**config.mk**
```make
export PLATFORM = sky130hd
export DESIGN_NAME = cfg_chain_receiver_flat
export DESIGN_NICKNAME = d
export VERILOG_FILES = /design/src/rtl/cfg_chain_receiver_pkg.sv /design/src/rtl/cfg_chain_receiver_if.sv /design/src/rtl/cfg_chain_receiver_adler32_step.sv /design/src/rtl/cfg_chain_receiver.sv /design/src/flat_wrapper.sv
export SDC_FILE = /design/constraint.sdc
export NUM_CORES = 1
export LEC_CHECK = 0
export ABC_AREA = 1
export BUFFER_PORTS_ARGS = -buffer_cell sky130_fd_sc_hd__buf_4
export CORE_MARGIN = 2
export CORE_UTILIZATION = 40
export DETAILED_ROUTE_END_ITERATION = 7
export HOLD_SLACK_MARGIN = 0.03
export MAX_ROUTING_LAYER = met4
export PLACE_DENSITY_LB_ADDON = 0.12
export SYNTH_ARGS = -nofsm -noshare
export SYNTH_HDL_FRONTEND = slang
export SYNTH_SLANG_ARGS = --single-unit
export TNS_END_PERCENT = 10
```
**constraint.sdc**
```tcl
create_clock -name clk -period 17.1 [get_ports clk]
set_input_delay 0.855 -clock clk [delete_from_list [all_inputs] [get_ports clk]]
set_output_delay 0.855 -clock clk [all_outputs]
set_load 0.02 [all_outputs]
```
**src/rtl/cfg_chain_receiver_pkg.sv**
```systemverilog
// Shared definitions for the configuration chain receiver and the controller-side checker.
package cfg_pkg;

  typedef enum logic [2:0] {
    ST_IDLE,
    ST_LOAD,
    ST_CHK,
    ST_READY,
    ST_READBACK
  } cfg_state_e;

  localparam int          ADLER_MOD_DEFAULT = 65521;
  localparam logic [31:0] ADLER_INIT        = 32'h0000_0001;

  // Mask selecting the k most recently received bits of a partial byte.
  function automatic logic [7:0] low_mask(input logic [2:0] k);
    logic [8:0] m;
    m = (9'd1 << k) - 9'd1;
    return m[7:0];
  endfunction

endpackage

```
**src/rtl/cfg_chain_receiver_if.sv**
```systemverilog
// Serial load/readback bus between the configuration link and the fabric chain.
interface cfg_chain_if #(
  parameter int CHAIN_LEN = 256
);
  logic                 load_start;
  logic                 readback_start;
  logic                 prog_en;
  logic                 fpga_head;
  logic [31:0]          expected_len;
  logic                 fpga_tail;
  logic [CHAIN_LEN-1:0] cfg_bits;
  logic [31:0]          bit_count;
  logic [31:0]          adler_out;
  logic                 cfg_valid;
  logic                 busy;
  logic                 overflow;

  modport master (
    output load_start, readback_start, prog_en, fpga_head, expected_len,
    input  fpga_tail, cfg_bits, bit_count, adler_out, cfg_valid, busy, overflow
  );

  modport slave (
    input  load_start, readback_start, prog_en, fpga_head, expected_len,
    output fpga_tail, cfg_bits, bit_count, adler_out, cfg_valid, busy, overflow
  );
endinterface

```
**src/rtl/cfg_chain_receiver_adler32_step.sv**
```systemverilog
// One Adler-32 byte fold; 17-bit sums need at most one subtract since A, B < modulus.
module adler32_step #(
  parameter int MOD = 65521
) (
  input  logic [15:0] a_i,
  input  logic [15:0] b_i,
  input  logic [7:0]  d_i,
  output logic [15:0] a_o,
  output logic [15:0] b_o
);
  localparam logic [16:0] MOD17 = 17'(MOD);

  logic [16:0] a_sum;
  logic [16:0] a_red;
  logic [16:0] b_sum;
  logic [16:0] b_red;

  always_comb begin
    a_sum = {1'b0, a_i} + {9'd0, d_i};
    a_red = (a_sum >= MOD17) ? (a_sum - MOD17) : a_sum;
    b_sum = {1'b0, b_i} + a_red;
    b_red = (b_sum >= MOD17) ? (b_sum - MOD17) : b_sum;
    a_o   = a_red[15:0];
    b_o   = b_red[15:0];
  end
endmodule

```
**src/rtl/cfg_chain_receiver.sv**
```systemverilog
// Fabric end of the configuration link: shifts serial bits into the chain, tracks
// length and Adler-32, and supports non-destructive circular readback.
module cfg_chain_receiver
  import cfg_pkg::*;
#(
  parameter int CHAIN_LEN = 256,
  parameter int ADLER_MOD = ADLER_MOD_DEFAULT
) (
  input  logic        clk,
  input  logic        reset,
  cfg_chain_if.slave  bus
);
  localparam int RB_W = $clog2(CHAIN_LEN) + 1;

  cfg_state_e           state_q;
  logic [CHAIN_LEN-1:0] chain_q;
  logic [31:0]          bit_count_q;
  logic [31:0]          len_q;
  logic [15:0]          a_q;
  logic [15:0]          b_q;
  logic [31:0]          adler_q;
  logic                 cfg_valid_q;
  logic                 overflow_q;
  logic [7:0]           byte_acc_q;
  logic [RB_W-1:0]      rb_cnt_q;

  logic [7:0]  fold_d;
  logic [15:0] a_d;
  logic [15:0] b_d;
  logic [32:0] cnt_inc;

  // One fold unit serves both full bytes in LOAD and the trailing partial byte in CHK.
  always_comb begin
    fold_d  = {byte_acc_q[6:0], bus.fpga_head};
    if (state_q == ST_CHK) begin
      fold_d = byte_acc_q & low_mask(bit_count_q[2:0]);
    end
    cnt_inc = {1'b0, bit_count_q} + 33'd1;
  end

  adler32_step #(.MOD(ADLER_MOD)) u_step (
    .a_i (a_q),
    .b_i (b_q),
    .d_i (fold_d),
    .a_o (a_d),
    .b_o (b_d)
  );

  always_ff @(posedge clk) begin
    if (reset) begin
      state_q     <= ST_IDLE;
      chain_q     <= '0;
      bit_count_q <= '0;
      len_q       <= '0;
      a_q         <= ADLER_INIT[15:0];
      b_q         <= ADLER_INIT[31:16];
      adler_q     <= '0;
      cfg_valid_q <= 1'b0;
      overflow_q  <= 1'b0;
      byte_acc_q  <= '0;
      rb_cnt_q    <= '0;
    end else begin
      case (state_q)
        ST_IDLE, ST_READY: begin
          if (bus.load_start) begin
            state_q     <= ST_LOAD;
            len_q       <= bus.expected_len;
            bit_count_q <= '0;
            byte_acc_q  <= '0;
            overflow_q  <= 1'b0;
            cfg_valid_q <= 1'b0;
            a_q         <= ADLER_INIT[15:0];
            b_q         <= ADLER_INIT[31:16];
          end else if (state_q == ST_READY && bus.readback_start) begin
            state_q  <= ST_READBACK;
            rb_cnt_q <= '0;
          end
        end

        ST_LOAD: begin
          if (len_q == 32'd0) begin
            state_q <= ST_CHK;
          end else if (bus.prog_en) begin
            chain_q     <= {chain_q[CHAIN_LEN-2:0], bus.fpga_head};
            bit_count_q <= cnt_inc[31:0];
            byte_acc_q  <= {byte_acc_q[6:0], bus.fpga_head};
            if (bit_count_q[2:0] == 3'd7) begin
              a_q <= a_d;
              b_q <= b_d;
            end
            if (cnt_inc > 33'(CHAIN_LEN)) begin
              overflow_q <= 1'b1;
            end
            if (cnt_inc == {1'b0, len_q}) begin
              state_q <= ST_CHK;
            end
          end
        end

        ST_CHK: begin
          if (bit_count_q[2:0] != 3'd0) begin
            a_q     <= a_d;
            b_q     <= b_d;
            adler_q <= {b_d, a_d};
          end else begin
            adler_q <= {b_q, a_q};
          end
          cfg_valid_q <= 1'b1;
          state_q     <= ST_READY;
        end

        ST_READBACK: begin
          if (bus.prog_en) begin
            chain_q  <= {chain_q[CHAIN_LEN-2:0], chain_q[CHAIN_LEN-1]};
            rb_cnt_q <= rb_cnt_q + RB_W'(1);
            if (rb_cnt_q == RB_W'(CHAIN_LEN - 1)) begin
              state_q <= ST_READY;
            end
          end
        end

        default: state_q <= ST_IDLE;
      endcase
    end
  end

  assign bus.fpga_tail = chain_q[CHAIN_LEN-1];
  assign bus.cfg_bits  = chain_q;
  assign bus.bit_count = bit_count_q;
  assign bus.adler_out = adler_q;
  assign bus.cfg_valid = cfg_valid_q;
  assign bus.overflow  = overflow_q;
  assign bus.busy      = (state_q == ST_LOAD) || (state_q == ST_CHK) || (state_q == ST_READBACK);

endmodule

```
**src/flat_wrapper.sv**
```systemverilog
// flat-port wrapper written by rule: the top's interface ports become plain ports
module cfg_chain_receiver_flat import cfg_pkg::*;
#(
  parameter int CHAIN_LEN = 256,
  parameter int ADLER_MOD = ADLER_MOD_DEFAULT
)
  (clk, reset, bus_load_start, bus_readback_start, bus_prog_en, bus_fpga_head, bus_expected_len, bus_fpga_tail, bus_cfg_bits, bus_bit_count, bus_adler_out, bus_cfg_valid, bus_busy, bus_overflow);
  cfg_chain_if #(.CHAIN_LEN(CHAIN_LEN)) bus_i ();
  input  logic clk;
  input  logic reset;
  input wire logic [$bits(bus_i.load_start)-1:0] bus_load_start;
  input wire logic [$bits(bus_i.readback_start)-1:0] bus_readback_start;
  input wire logic [$bits(bus_i.prog_en)-1:0] bus_prog_en;
  input wire logic [$bits(bus_i.fpga_head)-1:0] bus_fpga_head;
  input wire logic [$bits(bus_i.expected_len)-1:0] bus_expected_len;
  output wire logic [$bits(bus_i.fpga_tail)-1:0] bus_fpga_tail;
  output wire logic [$bits(bus_i.cfg_bits)-1:0] bus_cfg_bits;
  output wire logic [$bits(bus_i.bit_count)-1:0] bus_bit_count;
  output wire logic [$bits(bus_i.adler_out)-1:0] bus_adler_out;
  output wire logic [$bits(bus_i.cfg_valid)-1:0] bus_cfg_valid;
  output wire logic [$bits(bus_i.busy)-1:0] bus_busy;
  output wire logic [$bits(bus_i.overflow)-1:0] bus_overflow;
  assign bus_i.load_start = bus_load_start;
  assign bus_i.readback_start = bus_readback_start;
  assign bus_i.prog_en = bus_prog_en;
  assign bus_i.fpga_head = bus_fpga_head;
  assign bus_i.expected_len = bus_expected_len;
  assign bus_fpga_tail = bus_i.fpga_tail;
  assign bus_cfg_bits = bus_i.cfg_bits;
  assign bus_bit_count = bus_i.bit_count;
  assign bus_adler_out = bus_i.adler_out;
  assign bus_cfg_valid = bus_i.cfg_valid;
  assign bus_busy = bus_i.busy;
  assign bus_overflow = bus_i.overflow;
  cfg_chain_receiver #(.CHAIN_LEN(CHAIN_LEN), .ADLER_MOD(ADLER_MOD)) u_core (.clk(clk), .reset(reset), .bus(bus_i));
endmodule
```
==> flow_metrics.py <==
metrics = {
    "setup_path": {
        "ff2ff_path_depth": 48,
        "crit_family": "simple AND/OR/NAND/NOR gates",
        "cpMaxStageDelayCell": "o21ai_0",
        "critical_path_class": "reg -> reg",
        "r2r_slack_ns": 8.77,
        "path_common_cell": "nand2_1",
        "r2r_end": "u_core.bus.adler_out[18]",
        "crit_buf_inv": 8,
        "crit_arrival_ns": 8.84,
        "worstSetupEndpointType": "register",
        "cpPeakStageDelay_ns": 0.56,
        "cp_max_fo": 49,
        "worstReg2RegStart": "u_core.bus.bit_count[0]",
        "worstPathRequired_ns": 17.61,
        "startpoint_type": "register",
    },
    "cts": {
        "cts_buffer_depth": 3,
        "cts-root-buf": "clkbuf_16",
        "cts.hold.buffers_added": 0,
        "numCtsBuffers": 46,
        "cts_tree": "yes",
        "cts.repair.resized": 0,
        "htreeDepth": 2,
        "cts_sinks": 406,
        "path_clk_slew_ns": 0.06,
        "clock_latency_ns": 0.59,
        "cts_setup_buffers": 0,
    },
    "grt": {
        "grt_max_degree": 168,
        "antenna_found_initial": 2,
        "grt_pass1_vias": 17390,
        "grtUsageTotal": 0.2427,
        "grt_pass1_wl_microns": 94590,
        "grt.overflow.total": 0,
    },
    "cells_and_area": {
        "final_common_cell": "nor2_1",
        "multi_input_area_sq_um": 9514,
        "finalNonFillerCells": 3689,
        "seq_area_sq_um": 8128,
        "nFillCells": 4779,
        "area_delta_synth_final_pct": 23.73,
        "fin_area_sq_um": 23530,
        "nets": 3122,
        "drive_above_1_share": 0.1601,
        "layout_common_cells": "nor2_1, nand2_1, dfxtp_1",
    },
    "synth": {
        "netlist_top_cells_area": "dfxtp_1, nor2_1, nand2_1",
        "netlist_instances": 2763,
        "synthArstFlopShare": 0,
        "yosysTopAreaCellShare": 0.4274,
        "synth_ff_type": "dfxtp_1",
        "yosysSeqAreaShare": 0.4274,
        "syn_area_sq_um": 19020,
        "syn_nets": 2842,
        "synth_top_area_cell": "dfxtp_1",
        "synth_warnings": 0,
        "synth_seq_cells": 406,
        "ys_types": 51,
        "synth_edf_count": 0,
        "postSynthAreaPerCell_sq_um": 6.882,
    },
    "power_and_ir_drop": {
        "total_power_mw": 3.502,
        "power.density_nw_per_um2": 148.8,
        "p_sw_frac": 0.3949,
        "seq_power_share": 0.362,
        "switching_power_mw": 1.383,
        "power_leakage_nw": 11.34,
        "peakVddDrop_v": 0.0001017,
        "power_frac_comb": 0.353,
        "power_frac_clock": 0.285,
        "intPower_mw": 2.119,
    },
    "floorplanning": {
        "initial_core_util": 0.4067,
        "rows": 79,
        "io-pin-count": 362,
        "core_sq_um": 46750,
        "die_w_microns": 222.0,
        "die-height_microns": 222.0,
        "die_area_sq_um": 49300,
    },
    "run_status": {
        "outcome": "complete, no violations",
    },
    "hold_path": {
        "hold_depth": 2,
        "min_path_type": "reg -> reg",
        "worstHoldStart": "u_core.rb_cnt_q[8]",
        "hold_end": "u_core.rb_cnt_q[8]",
    },
    "placement": {
        "hpwlAfterDp_microns": 42500,
        "dpl_cell_area_sq_um": 21980,
        "dp_cells": 3602,
        "place_congestion": 0.9419,
        "port-buffer-count": 361,
        "post-place-ws_ns": 8.832,
    },
    "drt": {
        "postRouteAntennaNets": 0,
        "drtPass1Iterations": 5,
        "wl_microns": 59880,
        "vias_per_cell": 5.063,
        "drtIter0Drc": 1332,
        "vias": 18680,
        "drc": 0,
        "wl_per_cell_microns": 16.23,
    },
    "timing": {
        "fin_ws_ns": 8.767,
        "final_max_slew_viol_count": 0,
        "rsz0062_at_grt": "no",
        "finalCriticalPeriod_ns": 8.333,
        "period_share": 0.4873,
        "hold_viol_final": 0,
        "fmax_mhz": 120.0,
        "relSlewSlack": 0.2610,
        "skew_ns": 0.02825,
        "tns_ns": 0,
        "tightest_slew_ns": 1.109,
        "setup_viol": 0,
    },
    "run": {
        "drv_cap": 0,
    },
}
routing by layer:
metal / track usage / routed length (microns) / vias to the layer above / part of all wire
met5: - / 0 / - / 0
met4: 0.07694 / 1693 / 0 / 0.028
met3: 0.07275 / 4935 / 96 / 0.082
met2: 0.3725 / 27010 / 494 / 0.45
met1: 0.3056 / 26240 / 8679 / 0.44
li1: - / - / 9410 / -
how the worst max path moves through the flow:
stage / startpoint / cells after the start / slack, ns / to
after CTS: u_core.bus.bit_count[0] / 45 / 8.80 / u_core.bus.adler_out[18]
after global routing: u_core.bus.bit_count[0] / 49 / 7.84 / u_core.bus.adler_out[18]
after detailed placement: u_core.bus.bit_count[0] / 45 / 8.83 / u_core.bus.adler_out[18]
after global placement: u_core.bus.bit_count[0] / 45 / 9.10 / u_core.bus.adler_out[31]
after floorplan: u_core.bus.bit_count[0] / 49 / 10.87 / u_core.bus.adler_out[30]
final: u_core.bus.bit_count[0] / 48 / 8.77 / u_core.bus.adler_out[18]
logic make-up after synthesis:
group           after synthesis  share of synthesized area
compound gates              507                     0.1365
xor+xnor                     76                    0.03731
fa+ha+maj                    41                    0.02777
buf+inv                     345                    0.07290
flops                       406                     0.4274
simple gates               1388                     0.2981
flip-flops by register name, indices dropped and copies added (netlist names):
signal,cells
u_core.bus.adler_out,32
u_core.bus.overflow,1
u_core.bus.cfg_bits,256
u_core.bus.bit_count,32
u_core.byte_acc_q,8
u_core.len_q,32
u_core.rb_cnt_q,9
u_core.a_q,16
u_core.state_q,3
u_core.bus.cfg_valid,1
u_core.b_q,16
worst reg2reg max path: cells and delay by family (launching register included):
kind,cells,cell delay [ns]
AOI/OAI and AO/OA,7,1.63
xor gates and xnor gates,1,0.18
adders and majority gates,3,1.02
buffers and inverters,8,1.43
DFF,1,0.47
and+or+nand+nor,29,3.53
per-stage QoR:
step	util	hold WS, ns
6_report	0.5032	0.4601
5_1_grt	0.5032	0.4784
4_1_cts	0.5031	0.4638
3_5_place_dp	0.4701	0.4547
3_3_place_gp	0.4701	0.4398
2_1_floorplan	-	0.4216
cells in the mapped netlist (all sizes together) (2+ instances only):
master / instances
a21oi: 153
clkbuf: 120
or2: 2
nor2: 711
nand3b: 2
and2: 2
nor4: 15
a2bb2oi: 2
inv: 203
dlygate4sd3: 3
a31oi: 2
nand3: 94
fa: 2
dlygate4sd1: 2
nand2: 484
buf: 16
dfxtp: 406
a211oi: 5
o21bai: 3
ha: 39
xnor2: 18
nor3: 31
o31ai: 2
o211ai: 3
xor2: 57
o21ai: 333
nand4: 47
area by class of cell:
class | count | share of cell area
Tap cell | 607 | 0.03228
Multi-Input combinational cell | 2012 | 0.4044
Antenna cell | 2 | 0.0002127
Sequential cell | 406 | 0.3455
Clock buffer | 67 | 0.05738
Clock inverter | 18 | 0.008190
Inverter | 204 | 0.03308
Timing Repair Buffer | 373 | 0.1190
power groups by stage:
stage | Combinational, mW | Clock, mW | Sequential (mW)
2_1_floorplan | 0.618 | 0 | 1.43
4_1_cts | 1.24 | 1.02 | 1.27
6_report | 1.23 | 0.998 | 1.27
5_1_grt | 1.37 | 1.07 | 1.29
3_3_place_gp | 1.23 | 0 | 1.28
3_5_place_dp | 1.24 | 0 | 1.28
(Power assumes the default switching activity.)
